--- src/rtl/nibble_packer.sv ---
// Packs masked 4-bit nibbles into 32-bit words (first nibble in the low bits)
// and queues the finished words in a small output FIFO.
module nibble_packer #(
    parameter int FIFO_DEPTH = 4
) (
    input  logic                        CLK,
    input  logic                        RESET,
    input  logic [3:0][3:0]             NIBBLE_IN,
    input  logic [3:0]                  MASK_IN,
    input  logic                        VALID_IN,
    input  logic                        FLUSH,
    output logic                        IN_READY,
    output logic [31:0]                 DATA_OUT,
    output logic                        VALID_OUT,
    input  logic                        READY_OUT,
    output logic [2:0]                  NIB_COUNT,
    output logic [$clog2(FIFO_DEPTH):0] FIFO_LEVEL,
    output logic                        ERR_DROP
);

    localparam int AW = $clog2(FIFO_DEPTH);

    logic [6:0][3:0]             acc;
    logic [2:0]                  nib_cnt;
    logic [10:0][3:0]            comb_buf;
    logic [3:0]                  total;
    logic [FIFO_DEPTH-1:0][31:0] mem;
    logic [AW-1:0]               wr_ptr;
    logic [AW-1:0]               rd_ptr;
    logic [AW:0]                 level;
    logic                        err_drop;
    logic                        in_ready;
    logic                        beat;
    logic                        do_flush;
    logic                        push;
    logic                        pop;
    logic [31:0]                 push_word;

    // Unused accumulator slots are always zero, so they double as flush padding.
    always_comb begin
        comb_buf      = '0;
        comb_buf[6:0] = acc;
        total         = {1'b0, nib_cnt};
        for (int i = 0; i < 4; i++) begin
            if (MASK_IN[i]) begin
                comb_buf[total] = NIBBLE_IN[i];
                total           = total + 4'd1;
            end
        end
    end

    assign in_ready  = (level < (AW+1)'(FIFO_DEPTH));
    assign beat      = VALID_IN & in_ready;
    assign do_flush  = ~VALID_IN & FLUSH & in_ready & (nib_cnt != 3'd0);
    assign push      = (beat & total[3]) | do_flush;
    assign pop       = (level != '0) & READY_OUT;
    assign push_word = beat ? 32'(comb_buf[7:0]) : {4'h0, acc};

    always_ff @(posedge CLK) begin
        if (RESET) begin
            acc      <= '0;
            nib_cnt  <= '0;
            wr_ptr   <= '0;
            rd_ptr   <= '0;
            level    <= '0;
            err_drop <= 1'b0;
        end else begin
            // total never exceeds 11, so its low bits are the carried-over count
            if (beat) begin
                nib_cnt <= total[2:0];
                acc     <= total[3] ? {16'h0, comb_buf[10:8]} : comb_buf[6:0];
            end else if (do_flush) begin
                acc     <= '0;
                nib_cnt <= '0;
            end
            if (push)
                wr_ptr <= wr_ptr + AW'(1);
            if (pop)
                rd_ptr <= rd_ptr + AW'(1);
            case ({push, pop})
                2'b10:   level <= level + (AW+1)'(1);
                2'b01:   level <= level - (AW+1)'(1);
                default: level <= level;
            endcase
            if ((VALID_IN | FLUSH) & ~in_ready)
                err_drop <= 1'b1;
        end
    end

    always_ff @(posedge CLK) begin
        if (!RESET && push)
            mem[wr_ptr] <= push_word;
    end

    assign IN_READY   = in_ready;
    assign VALID_OUT  = (level != '0);
    assign DATA_OUT   = VALID_OUT ? mem[rd_ptr] : 32'h0;
    assign NIB_COUNT  = nib_cnt;
    assign FIFO_LEVEL = level;
    assign ERR_DROP   = err_drop;

endmodule

--- config.mk ---
export PLATFORM = sky130hd
export DESIGN_NAME = nibble_packer
export DESIGN_NICKNAME = d
export VERILOG_FILES = /design/src/rtl/nibble_packer.sv
export SDC_FILE = /design/constraint.sdc
export NUM_CORES = 1
export LEC_CHECK = 0
export ABC_AREA = 1
export BUFFER_PORTS_ARGS = -buffer_cell sky130_fd_sc_hd__buf_4
export CAP_MARGIN = 5
export CORE_MARGIN = 2
export CORE_UTILIZATION = 30
export DETAILED_ROUTE_END_ITERATION = 8
export SLEW_MARGIN = 30
export SYNTH_ARGS = -nofsm -noshare
export SYNTH_HDL_FRONTEND = slang
export SYNTH_SLANG_ARGS = --single-unit
export TNS_END_PERCENT = 50
--- constraint.sdc ---
create_clock -name CLK -period 6.5 [get_ports CLK]
set_clock_uncertainty 0.2 [all_clocks]
set_input_delay 0.325 -clock CLK [delete_from_list [all_inputs] [get_ports CLK]]
set_output_delay 0.325 -clock CLK [all_outputs]
set_load 0.05 [all_outputs]
==> results of run 1 <==
-- logic make-up after synthesis --
family,synth area share (%)
DFF,48.9
adders and majority gates,2.20
buffers and inverters,5.85
and+or+nand+nor,30.7
AOI/OAI and AO/OA,12.4
-- placed cells by master (no fill, tap or decap), types with 2 or more instances in the layout --
cell type and n:
a21oi_1 76, nand3_1 112, nand3_2 6, o21ai_0 144
ha_1 15, nand2_2 14, inv_6 5, nand4_1 24
a22oi_1 4, o211ai_1 5, nor3_1 7, nor2_2 11
nor2_1 171, dfxtp_1 38, nand2_1 317, buf_4 75
clkbuf_16 17, clkinvlp_4 2, edfxtp_1 128, inv_1 82
clkinv_2 2, clkinv_1 4, clkinv_8 2, nand2_4 4
inv_2 5, inv_8 4, nor2_4 5
-- timing repair --
action                                  4_1_cts  5_1_grt
hold endpoints to repair                      1        0
endpoints found under the setup margin        0        0
setup buffers                                 0        0
hold buffers                                  1        0
-- sequential cells by signal, summed over array words and instances (netlist names) --
register    cells
NIB_COUNT       3
wr_ptr          2
acc            28
mem           128
rd_ptr          2
ERR_DROP        1
FIFO_LEVEL      3
-- cell type report --
type | instances | area [µm²]
Sequential cell | 167 | 4630
Clock inverter | 15 | 150
Fill cell | 3245 | 20400
Timing Repair Buffer | 76 | 573
Multi-Input combinational cell | 919 | 4310
Clock buffer | 17 | 425
Tap cell | 402 | 503
Inverter | 92 | 347
-- synthesized netlist by cell type --
cell,instances
or2_2,1
buf_4,3
nand2_4,4
nand3_2,6
fa_1,1
inv_2,5
buf_6,2
ha_1,15
buf_2,3
inv_1,82
clkinv_1,4
clkbuf_1,34
nor2_4,5
nand3_4,1
dfxtp_1,39
o211ai_1,5
nand4_1,24
nand3_1,112
a21oi_1,76
buf_1,5
a22oi_1,4
o21ai_0,144
nor3_1,8
nor2_2,5
nand2_1,318
edfxtp_1,128
clkinv_2,1
nand2_2,13
nor2_1,177
-- final timing paths --
kind,endpoint,slack [ps],cells past startpoint
worst max-delay path,FIFO_LEVEL[2]$_SDFFE_PP0P_,2060,24
worst min register to register,ERR_DROP$_SDFFE_PP0P_,260,2
worst max register to register,FIFO_LEVEL[2]$_SDFFE_PP0P_,2060,24
worst min-delay path,ERR_DROP$_SDFFE_PP0P_,20,3
-- where the power goes --
part / switching, µW / internal [µW] / leakage (µW) / total [µW]
logic: 1040 / 349 / 0.00254 / 1390
clock network: 461 / 511 / 0.000278 / 972
registers: 29.7 / 1220 / 0.00157 / 1250
total: 1530 / 2080 / 0.00439 / 3610
-- critical path: cells and delay by family, from the launching register on --
family | cells | cell delay [ps]
flip-flops | 1 | 490
adder cells (fa/ha/maj) | 4 | 1100
buffers and inverters | 4 | 390
AO/OA/AOI/OAI | 4 | 450
AND/OR/NAND/NOR | 12 | 1670
-- stage by stage --
stage / area, µm² / power (µW) / worst slack (ps)
global placement: 10300 / 2650 / 2150
detailed placement: 10300 / 2660 / 2080
finish: 10900 / 3610 / 2060
CTS: 10900 / 3630 / 2060
floorplan: 9460 / 2230 / 1640
global route: 10900 / 3800 / 1740
-- routing by layer --
layer  vias to the layer above  GRT usage (%)
met5                         -              0
met2                       305           26.1
met4                         0           4.13
li1                       4211              -
met1                      3873           24.7
met3                        25           3.21
==> results.tsv, run 1 <==
metric	value	unit
slowest_stage	dfxtp_1	
rr_startpoint	NIB_COUNT[1]$_SDFFE_PP0P_	
tns	0	ps
clock_sinks	167	
slew_violations	0	
syn_to_final_growth	15.5	%
cts_resized	0	
met3WireLength	2.06	mm
drt_pass1_iterations	6	
initial_core_util	30.2	%
slowest_delay	490	ps
antenna_found_initial	0	
startpoint	NIB_COUNT[1]$_SDFFE_PP0P_	
startpoint_type	flip-flop	
vias_per_cell	4.98	
utilization	34.9	%
drt-total-wl	28.1	mm
synth_area_leaders	edfxtp_1, nand2_1, dfxtp_1, o21ai_0, nor2_1	
syn_area_per_cell	7.72	µm²
overflow	0	
cts_max_level	4	
maxCapViolations	0	
synth_top_area_share	40.6	%
hold_ws	19.3	ps
placed_cells	1655	
drtIter0Drc	808	
fp.dieArea	33000	µm²
wire_per_inst	16.6	µm
cts_buffers	17	
powerDensity	330	nW/µm²
pin_count	66	
cts_tree	done	
synth_nets	1266	
cp.required	6620	ps
num_rows	65	
clk_pin_slew	70	ps
slew_headroom	41.0	%
fin_cells	1688	
synth_cell_types	29	
peakVddDrop	0.168	mV
wl_met1	13.4	mm
min_path_type	primary input to flip-flop	
num_vias	8414	
synth_area_leader_cell	edfxtp_1	
timing.final.crit_share	68.3	%
worst_ep_arrival_time	4560	ps
grt_max_degree	67	
grt_setup_unrepaired	false	
gp_congestion	0.972	
critPathKind	flip-flop to flip-flop	
track_usage	17.0	%
core_area	31300	µm²
fmax	0.225	GHz
synth_area	9460	µm²
grt_pass1_wl	43.6	mm
grt_pass1_vias	7744	
cts_max_path_buffers	2	
synth-seq-cells	167	
cp_cell_sequence	inv_1 -> ha_1 -> nand2_1 -> nand2_1 -> ha_1 -> or2_2 -> nand2_2 -> inv_1 -> nor2_4 -> nand2_2 -> nand2_4 -> nand3_1 -> nand2_2 -> nand2_4 -> nand2_2 -> nand2_1 -> inv_1 -> ha_1 -> inv_1 -> fa_1 -> a21oi_1 -> o21ai_0 -> o21ai_0 -> a21oi_1	
diodes	0	
critPathMaxFanout	14	
root_buffer	clkbuf_16	
die_w	182	µm
clock_latency	430	ps
min_period	4440	ps
syn_inst	1225	
nets	1314	
io_buffers	65	
cp-end-kind	flip-flop	
worstHoldStart	VALID_IN	
highest_layer	met4	
dp_hpwl	19.7	mm
wl_met2	12.3	mm
finalSetupViolCount	0	
drc_errors	0	
seq_area_frac_synth	48.9	%
finalHoldViolCount	0	
worst_pin_slew	876	ps
antenna_left	0	
layout-drive-gt1-share	12.2	%
status	completed	
yosys_warnings	0	
power.leakage	0.00439	µW
die_y	182	µm
(Power assumes the default switching activity.)
==> inputs of run 2 (changes only) <==
clock period = 4.25 ns   (was 6.5 ns; I/O delays follow)
==> results.tsv, run 2 (synthesized netlist as in run 1, its figures left out) <==
metric	value	unit
r2r_cells	22	
num_rows	65	
cp-end-kind	flip-flop	
io_buffers	65	
grt_pass1_wl	44.1	mm
layout_setup_ws	333	ps
root_buffer	clkbuf_16	
dp_hpwl	20.1	mm
peakVddDrop	0.241	mV
overflow	0	
core_area	31300	µm²
worst_ep_arrival_time	4040	ps
cp.required	4380	ps
largest_register_ff_count	128	
reg_top3	mem x128, acc x28	
nets	1323	
wire_per_inst	16.9	µm
min_path_type	primary input to flip-flop	
multiInputGateArea	4310	µm²
grt_setup_unrepaired	false	
grt_pass1_vias	7748	
die_y	182	µm
fmax	0.255	GHz
slew_headroom	52.5	%
drt-total-wl	28.7	mm
cts_buffers	17	
vias_per_cell	5.05	
hold_ws	9.97	ps
die_w	182	µm
pin_count	66	
final_common_cell	nand2_1	
gp_congestion	0.966	
min_path_cells	2	
initial_core_util	30.2	%
top_register	mem	
layout-drive-gt1-share	12.7	%
finalHoldViolCount	0	
drc_errors	0	
cts_tree	done	
status	completed	
worst_pin_slew	713	ps
antenna_left	0	
slew_violations	0	
diodes	0	
critPathKind	flip-flop to flip-flop	
track_usage	17.3	%
drtIter0Drc	943	
timing.final.crit_share	92.2	%
fp.dieArea	33000	µm²
grt_max_degree	66	
slowest_stage	fa_1	
layout_common_cells	nand2_1, nor2_1, o21ai_0, edfxtp_1, nand3_1	
clock_latency	430	ps
cts_max_path_buffers	2	
drt_pass1_iterations	5	
min_period	3920	ps
power.leakage	0.00444	µW
critPathMaxFanout	14	
cts_max_level	4	
maxCapViolations	0	
cp_cell_sequence	inv_1 -> ha_1 -> nand2_1 -> nand2_1 -> ha_1 -> or2_2 -> nand2_2 -> nand3_2 -> nand3_2 -> nand3_1 -> nand2_2 -> nand2_4 -> nand2_2 -> nand2_1 -> inv_1 -> ha_1 -> inv_1 -> fa_1 -> a21oi_1 -> o21ai_0 -> o21ai_0 -> a21oi_1	
num_vias	8571	
antenna_found_initial	0	
syn_to_final_growth	17.0	%
seqCellArea	4630	µm²
slowest_delay	380	ps
clk_pin_slew	80	ps
clock_sinks	167	
pre_cts_slack	206	ps
finalSetupViolCount	0	
powerDensity	507	nW/µm²
startpoint_type	flip-flop	
fill_cells	3253	
## run 2: changes by cell type in the layout (fill, tap and decap cells not counted), moves of 2 or more
cell | before | now
inv_6 | 5 | 2
buf_4 | 75 | 79
clkinvlp_4 | 2 | 4
buf_12 | 0 | 4
## run 2: what timing repair did
| action | in CTS | in global routing |
|---|---|---|
| buffers inserted | 0 | 1 |
| gates resized for setup | 0 | 2 |
| hold endpoints to repair | 1 | 0 |
| endpoints found under the setup margin | 0 | 1 |
| hold buffers | 2 | 0 |
## run 2: layer usage
layer / routed length (µm) / vias to the layer above / GRT usage, %
li1: - / 4236 / -
met1: 13600 / 4011 / 24.9
met2: 12500 / 288 / 26.0
met3: 1990 / 36 / 3.21
met4: 629 / 0 / 5.76
met5: 0 / - / 0
## run 2: area by class of cell
cell class,instances,share of cell area [%]
Sequential cell,167,41.8
Tap cell,402,4.54
Timing Repair Buffer,85,6.26
Multi-Input combinational cell,919,38.9
Clock inverter,15,1.51
Inverter,92,3.13
Clock buffer,17,3.84
## run 2: final timing paths
check	startpoint	to	slack, ps
min reg2reg	ERR_DROP$_SDFFE_PP0P_	ERR_DROP$_SDFFE_PP0P_	260
min	RESET	FIFO_LEVEL[1]$_SDFFE_PP0P_	10
max reg2reg	NIB_COUNT[0]$_SDFFE_PP0P_	FIFO_LEVEL[2]$_SDFFE_PP0P_	330
max	NIB_COUNT[0]$_SDFFE_PP0P_	FIFO_LEVEL[2]$_SDFFE_PP0P_	330
## run 2: metrics by stage
step                utilization (%)  std cells  cell area [µm²]  power [µW]  TNS (ps)
floorplan                         -       1225             9470        3420    -16790
global placement               33.3       1662            10400        4080         0
detailed placement             33.3       1662            10400        4100         0
CTS                            35.3       1696            11100        5640         0
global route                   35.4       1697            11100        5900         0
finish                         35.4       1697            11100        5610         0
## run 2: critical path: cells and delay by family (launching register included)
family | cells | cell delay, ps
AO/OA/AOI/OAI | 4 | 450
AND/OR/NAND/NOR | 11 | 1450
adder cells (fa/ha/maj) | 4 | 1130
buffers and inverters | 3 | 230
flip-flops | 1 | 330
## run 2: power breakdown
part / leakage, µW / switching, µW / internal (µW)
Sequential: 0.00157 / 44.4 / 1870
Clock: 0.000277 / 714 / 835
Combinational: 0.00260 / 1600 / 550
==> inputs of run 3 (changes only) <==
ABC_AREA = not set   (was 1)
==> results.tsv, run 3 <==
metric	value	unit
track_usage	15.3	%
clk_pin_slew	70	ps
io_buffers	65	
largest_register_ff_count	128	
cpLargestDelayFamily	simple AND/OR/NAND/NOR gates	
synth_mux_area_share	20.0	%
synth_flop_cell	edfxtp_1	
slowest_delay	610	ps
syn_to_final_growth	18.5	%
top_register	mem	
cp-end-kind	flip-flop	
dp_hpwl	16.6	mm
synth_xor_area_share	2.08	%
wire_per_inst	19.1	µm
power.leakage	0.00377	µW
slew_headroom	38.7	%
final_common_cell	edfxtp_1	
slowest_stage	a211oi_1	
drt-total-wl	23.6	mm
yosys_warnings	0	
cp_cell_sequence	inv_4 -> ha_4 -> mux2_4 -> ha_4 -> nand2b_4 -> nor2_1 -> nor3_1 -> nand2_1 -> inv_1 -> ha_1 -> nand2_1 -> or3_1 -> a211oi_1	
syn_area_per_cell	11.9	µm²
critPathKind	flip-flop to flip-flop	
worst_ep_arrival_time	3950	ps
grt_setup_unrepaired	false	
worstHoldStart	READY_OUT	
status	completed	
drtIter0Drc	379	
finalSetupViolCount	0	
crit_buf_inv	2	
min_path_type	primary input to flip-flop	
startpoint_type	flip-flop	
num_vias	6318	
timing.final.crit_share	94.5	%
worst_pin_slew	912	ps
seq_area_frac_synth	50.4	%
p_int	3830	µW
synth-simple-area-share	12.1	%
overflow	0	
synth_area_leader_cell	edfxtp_1	
drc_errors	0	
layout_setup_ws	233	ps
antenna_left	0	
synth-edff-count	128	
synth_top_area_share	41.9	%
synth_top_family_by_area	multiplexers	
grt_max_degree	61	
min_period	4020	ps
netSwitchingFraction	39.6	%
vias_per_cell	5.10	
diodes	0	
synth_cell_types	67	
power_switching	2510	µW
fp.dieArea	32000	µm²
cts_tree	done	
cts_max_level	4	
synth_async_sr_flop_share	0	%
synth_area	9180	µm²
clock_latency	430	ps
rr_startpoint	NIB_COUNT[0]$_SDFFE_PP0P_	
synth_compound_area_share	9.63	%
core_area	30300	µm²
cp.required	4180	ps
p_seq_share	33.0	%
grt_pass1_vias	6208	
startpoint	NIB_COUNT[0]$_SDFFE_PP0P_	
die_y	179	µm
synth-adder-area-share	2.26	%
powerDensity	582	nW/µm²
cts_max_path_buffers	2	
synth_nets	815	
initial_core_util	30.3	%
reg_top3	mem x128, acc x28	
tns	0	ps
synth-seq-cells	167	
nets	871	
synth_area_leaders	edfxtp_1, dfxtp_1, mux2i_1, mux4_2, mux2_2	
cts_setup_buffers	0	
root_buffer	clkbuf_16	
synth_most_common_cell	edfxtp_1	
layout_common_cells	edfxtp_1, buf_4, nand2_1, mux2i_1, nor2_1	
pwr-share-comb	44.4	%
num_rows	64	
peakVddDrop	0.262	mV
grt_pass1_wl	37.0	mm
cts_buffers	17	
pwr-share-clk	22.6	%
pin_count	66	
slew_violations	0	
syn_inst	774	
clock_sinks	167	
pre_cts_slack	289	ps
synthTopCellsByCount	edfxtp_1, nand2_1, mux2i_1, nor2_1, dfxtp_1	
critPathMaxFanout	12	
die_w	179	µm
layout-drive-gt1-share	26.0	%
gp_congestion	0.888	
drt_pass1_iterations	7	
finalHoldViolCount	0	
antenna_found_initial	0	
fmax	0.249	GHz
maxCapViolations	0	
run 3: timing repair:
item                                    4_1_cts  5_1_grt
hold endpoints to repair                     11        0
gates resized for setup                       0        2
endpoints found under the setup margin        0        7
hold buffers                                  5        0
run 3: path summary, 6_finish.rpt:
path                                                to  slack [ps]  cells after the start
worst max-delay path                 mem[29]$_DFFE_PP_         230                     13
worst min-delay path            rd_ptr[0]$_SDFFE_PP0P_          60                      4
worst max register to register       mem[29]$_DFFE_PP_         230                     13
worst min register to register    acc[19]$_SDFFE_PP0P_         260                      2
run 3: logic make-up (layout without fill, tap and decap cells):
group,after synthesis,count (layout)
XOR/XNOR,14,14
buffers and inverters,78,147
flip-flops,167,167
multiplexers,139,139
AO/OA/AOI/OAI,133,133
AND/OR/NAND/NOR,227,227
adder cells (fa/ha/maj),16,16
run 3: area by class of cell:
cell class	count	area [µm²]
clock inverters	11	101
flip-flops and latches	167	4630
fillers	2964	19500
clock buffers	21	440
inverters	21	81.3
multi-input cells	529	4360
well taps	396	495
repair buffers	94	768
run 3: power groups by stage:
stage	combinational [µW]	clock, µW	sequential, µW
2_1_floorplan	2020	0	2130
3_3_place_gp	2820	0	2120
3_5_place_dp	2830	0	2120
4_1_cts	2850	1470	2090
5_1_grt	3050	1520	2110
6_report	2810	1430	2090
run 3: worst min-delay path, stage by stage:
cell	delay [ps]
buf_4	80
and2_1	200
xnor2_1	80
nor2_1	70
run 3: per-layer routing:
layer	up-vias	share of wire, %	track usage [%]
met5	-	0	0
met4	0	1.8	4.95
met3	29	5.3	3.18
met2	170	45	23.5
met1	3099	48	21.6
li1	3020	-	-
run 3: stage by stage:
stage | total power [µW] | area (µm²) | hold slack [ps] | utilization (%) | instances
floorplan | 4150 | 9330 | 217 | - | 774
global placement | 4940 | 10300 | 242 | 33.9 | 1202
detailed placement | 4960 | 10300 | 239 | 33.9 | 1202
CTS | 6410 | 10900 | 43.5 | 35.8 | 1239
global route | 6680 | 10900 | 95.2 | 35.9 | 1239
finish | 6330 | 10900 | 61.4 | 35.9 | 1239
